`config.mk`:
```
export PLATFORM = sky130hd
export DESIGN_NAME = d_latch_unit_flat
export DESIGN_NICKNAME = d
export VERILOG_FILES = /design/src/rtl/d_latch_unit_if.sv /design/src/rtl/d_latch_unit.sv /design/src/flat_wrapper.sv
export SDC_FILE = /design/constraint.sdc
export NUM_CORES = 1
export LEC_CHECK = 0
export ABC_AREA = 1
export CORE_MARGIN = 3
export CORE_UTILIZATION = 60
export CTS_CLUSTER_DIAMETER = 120
export CTS_CLUSTER_SIZE = 30
export DETAILED_ROUTE_END_ITERATION = 7
export DONT_BUFFER_PORTS = 1
export GPL_TIMING_DRIVEN = 0
export PLACE_DENSITY = 0.76
export SLEW_MARGIN = 40
export SYNTH_ARGS = -nofsm -noshare
export SYNTH_HDL_FRONTEND = slang
export SYNTH_SLANG_ARGS = --single-unit
```
`constraint.sdc`:
```
create_clock -name CLK -period 4.2 [get_ports CLK]
set_clock_uncertainty 0.2 [all_clocks]
set_input_delay 0.21 -clock CLK [delete_from_list [all_inputs] [get_ports CLK]]
set_output_delay 0.21 -clock CLK [all_outputs]
set_load 0.05 [all_outputs]
```
`src/rtl/d_latch_unit_if.sv`:
```
// Signal bundle for d_latch_unit: latch gate and data in, stored value and status out.
// The stimulus side uses master; the latch itself uses slave.
interface d_latch_unit_if #(
  parameter int WIDTH = 1,
  parameter int CNT_W = 16
);
  logic             E;
  logic [WIDTH-1:0] D;
  logic [WIDTH-1:0] Q;
  logic             Q_VALID;
  logic             CHG;
  logic [CNT_W-1:0] CAP_CNT;

  modport master (
    output E, D,
    input  Q, Q_VALID, CHG, CAP_CNT
  );

  modport slave (
    input  E, D,
    output Q, Q_VALID, CHG, CAP_CNT
  );
endinterface

```
`src/rtl/d_latch_unit.sv`:
```
// Clocked gated-D latch: captures D on every edge while E is high and holds it otherwise.
// It also reports whether the stored value is valid, whether a capture changed it, and a saturating capture count.
module d_latch_unit #(
  parameter int WIDTH       = 1,
  parameter int TRANSPARENT = 0,
  parameter int CNT_W       = 16
) (
  input  logic           CLK,
  input  logic           RST,
  d_latch_unit_if.slave  bus
);
  localparam logic [CNT_W-1:0] CNT_ONE = {{(CNT_W-1){1'b0}}, 1'b1};
  localparam logic [CNT_W-1:0] CNT_MAX = {CNT_W{1'b1}};

  logic [WIDTH-1:0] r_q;
  logic             r_valid;
  logic             r_chg;
  logic [CNT_W-1:0] r_cnt;
  logic             w_cnt_sat;
  logic             w_pass;

  assign w_cnt_sat = (r_cnt == CNT_MAX);
  assign w_pass    = bus.E & ~RST;

  always_ff @(posedge CLK) begin
    if (RST) begin
      r_q     <= '0;
      r_valid <= 1'b0;
      r_chg   <= 1'b0;
      r_cnt   <= '0;
    end else if (bus.E) begin
      r_q     <= bus.D;
      r_valid <= 1'b1;
      r_chg   <= (bus.D != r_q);
      if (!w_cnt_sat) begin
        r_cnt <= r_cnt + CNT_ONE;
      end
    end else begin
      r_chg <= 1'b0;
    end
  end

  // The transparent variant bypasses the register so D reaches Q in the same cycle.
  generate
    if (TRANSPARENT != 0) begin : g_transparent
      assign bus.Q = w_pass ? bus.D : r_q;
    end else begin : g_registered
      assign bus.Q = r_q;
    end
  endgenerate

  assign bus.Q_VALID = r_valid;
  assign bus.CHG     = r_chg;
  assign bus.CAP_CNT = r_cnt;
endmodule

```
`src/flat_wrapper.sv`:
```
// flat-port wrapper written by rule: the top's interface ports become plain ports
module d_latch_unit_flat 
#(
  parameter int WIDTH       = 1,
  parameter int TRANSPARENT = 0,
  parameter int CNT_W       = 16
)
  (CLK, RST, bus_E, bus_D, bus_Q, bus_Q_VALID, bus_CHG, bus_CAP_CNT);
  d_latch_unit_if #(.WIDTH(WIDTH), .CNT_W(CNT_W)) bus_i ();
  input  logic CLK;
  input  logic RST;
  input wire logic [$bits(bus_i.E)-1:0] bus_E;
  input wire logic [$bits(bus_i.D)-1:0] bus_D;
  output wire logic [$bits(bus_i.Q)-1:0] bus_Q;
  output wire logic [$bits(bus_i.Q_VALID)-1:0] bus_Q_VALID;
  output wire logic [$bits(bus_i.CHG)-1:0] bus_CHG;
  output wire logic [$bits(bus_i.CAP_CNT)-1:0] bus_CAP_CNT;
  assign bus_i.E = bus_E;
  assign bus_i.D = bus_D;
  assign bus_Q = bus_i.Q;
  assign bus_Q_VALID = bus_i.Q_VALID;
  assign bus_CHG = bus_i.CHG;
  assign bus_CAP_CNT = bus_i.CAP_CNT;
  d_latch_unit #(.WIDTH(WIDTH), .TRANSPARENT(TRANSPARENT), .CNT_W(CNT_W)) u_core (.CLK(CLK), .RST(RST), .bus(bus_i));
endmodule
```
==> metrics.cfg <==
[status]
status=finished, final reports clean

[clocking]
clk_path_buf_depth=2
cts_root_buffer=clkbuf_4
cts_made_buffers=3
cts_hold_buffers=3
cts_max_level=1
cts.clk_slew.worst_paths_ns=0.11
post_cts_resized=0
insertion_delay_ns=0.29
cts_sinks=19
tritoncts=yes
cts_post_setup_buffers_inserted=0

[floorplan]
die_h_um=47.7
start_util_pct=66.1
rows=14
die_w_um=47.7
io_pins=23
core_region_area_um2=1580
die_area_um2=2270

[logic_synthesis]
synthTopCellsByCount=nor2_1, nand2_1, dfxtp_1
synth_edf_count=0
synth_top_area_share_pct=36.5
synth_most_common_cell=nor2_1
syn_area_um2=1040
syn_inst=159
synth.avg_cell_area_um2=6.56
ys_warn_count=0
synthTopCellsByArea=dfxtp_1, nor2_1, nand2_1
async_flop_share_pct=0
ys_seq_area_share_pct=36.5
postSynthNetCount=164
yosysTopAreaCell=dfxtp_1
synth_ff_type=dfxtp_1
ys_ff_latch=19
yosys.cell_types.count=22

[sta]
finalMaxSlewViolations=0
finalHoldViolCount=0
final.period_utilization_pct=51.7
fmaxAchievable_mhz=461
slew_headroom_pct=56.8
holdWs_ns=0.0995
worstMarginPinSlew_ns=0.647
grt_setup_unrepaired=no
worst_slack_ns=2.03
fin_crit_ns=2.17
setup_violations=0
fin_tns_setup_ns=0

[worst_setup_path]
worstSetupEndpointType=register
cp_cell_sequence=ha_1, nand3_2, nor2_4, nand2_4, nand2_2, inv_1, nor2_1, nor2_1
crit_type=reg -> reg
slowest_stage=dfxtp_1
ff2ff_setup_slack_ns=2.03
r2r-end=u_core.bus.CAP_CNT[1]
r2r_start=u_core.bus.CAP_CNT[0]
critPathArrivalTime_ns=2.17
startpoint_type=register
crit_required_ns=4.20
path_max_fanout=9
ff2ff_path_depth=8
cpPeakStageDelay_ns=0.72
crit_top_cell=nor2_1

[pwr]
p_int_mw=0.227
max-vdd-ir-drop_mv=0.254
power_frac_comb_pct=6.0
p_per_area_nw_per_um2=278
p_clk_share_pct=29.5
leakagePower_nw=0.466
switching_share_pct=27.2
sequentialPowerShare_pct=64.5
p_switching_mw=0.0845

[final_layout]
areaGrowthSynthToFinish_pct=7.44
diodes=0
n_fill_cell=133
final_area_um2=1120
nNetsFinal=172
finalCoreUtilization_pct=71.0
post_route_cells_drive_above_1_share_pct=9.64

[placement]
placed_area_um2=1060
pre_cts_slack_ns=2.05
port_buffers=0
place_hpwl_um=1670
gp_congestion=0.886

[global_route]
antenna_found_initial=0
grt_use_total_pct=21.7
grt_overflow=0
grt_pass1_vias=870
grt_max_degree=12
grt_pass1_wl_um=3590

[routing]
wirelength_um=2200
vias=990
drt_iter0_drc=14
vias_per_cell=5.44
postRouteAntennaNets=0
route.detailed.wl_per_inst_um=12.1
drc=0
dr.pass1.iters=4

[hold_path]
holdPathStages=5
min_to=u_core.bus.CAP_CNT[14]
hp-start=bus_E
min_path_type=in -> reg

[flow_run]
drv_cap=0

## power by group through the flow
stage	clock network [mW]	logic, mW	registers (mW)
2_1_floorplan	0	0.0119	0.204
3_3_place_gp	0	0.0138	0.205
3_5_place_dp	0	0.0145	0.205
4_1_cts	0.0949	0.0186	0.201
5_1_grt	0.0991	0.0215	0.201
6_report	0.0917	0.0186	0.201
## sequential cells by signal (all words and copies together), names as in the netlist
register	flops
u_core.bus.Q_VALID	1
u_core.bus.CHG	1
u_core.bus.CAP_CNT	16
u_core.bus.Q	1
## cell type report
class	instances	area, um2	area share (%)
Sequential cell	19	380	34.0
Buffer	1	3.75	0.335
Multi-Input combinational cell	124	599	53.5
Inverter	15	58.8	5.25
Tap cell	16	20.0	1.79
Timing Repair Buffer	3	30.0	2.68
Clock inverter	1	5.00	0.447
Clock buffer	3	22.5	2.01
## logic make-up after synthesis
logic type	after synthesis	synth area share, %
buffers and inverters	16	6.00
XOR/XNOR	1	0.840
flip-flops	19	36.5
AO/OA/AOI/OAI	12	5.76
adder cells (fa/ha/maj)	1	1.20
AND/OR/NAND/NOR	110	49.7
## per-layer routing
layer	wire length [um]	global-route usage (%)	up-vias	share of wire [%]
li1	-	-	519	-
met1	989	27.6	441	45
met2	1040	34.3	28	47
met3	150	6.39	2	6.8
met4	16	8.60	0	0.73
met5	0	0	-	0
## cells in the final DEF, fill, tap and decap left out, types with 4 or more instances in the layout
cell	Yosys	layout
nand2_1	36	36
a21oi_1	8	8
nor2_1	41	41
nor3_1	4	4
nand3_1	12	12
o21ai_0	4	4
nor2_4	4	4
inv_1	14	14
dfxtp_1	19	19
## per-stage QoR
step	instances	total power, mW
finish	182	0.311
global route	182	0.322
CTS	182	0.314
detailed placement	175	0.219
global placement	175	0.219
floorplan	159	0.216
## critical path, delay by kind of cell (launching register included)
family | cells | cell delay (ns)
flops | 1 | 0.72
simple gates | 6 | 0.78
fa+ha+maj | 1 | 0.32
buf+inv | 1 | 0.06
## worst max path at each step
| stage | depth (start not counted) | end | startpoint |
|---|---|---|---|
| finish | 8 | u_core.bus.CAP_CNT[1] | u_core.bus.CAP_CNT[0] |
| global route | 8 | u_core.bus.CAP_CNT[0] | u_core.bus.CAP_CNT[0] |
| CTS | 8 | u_core.bus.CAP_CNT[1] | u_core.bus.CAP_CNT[0] |
| detailed placement | 8 | u_core.bus.CAP_CNT[1] | u_core.bus.CAP_CNT[0] |
| global placement | 8 | u_core.bus.CAP_CNT[1] | u_core.bus.CAP_CNT[0] |
| floorplan | 8 | u_core.bus.CAP_CNT[0] | u_core.bus.CAP_CNT[0] |
Note: power is estimated with default switching activity, not from simulation.
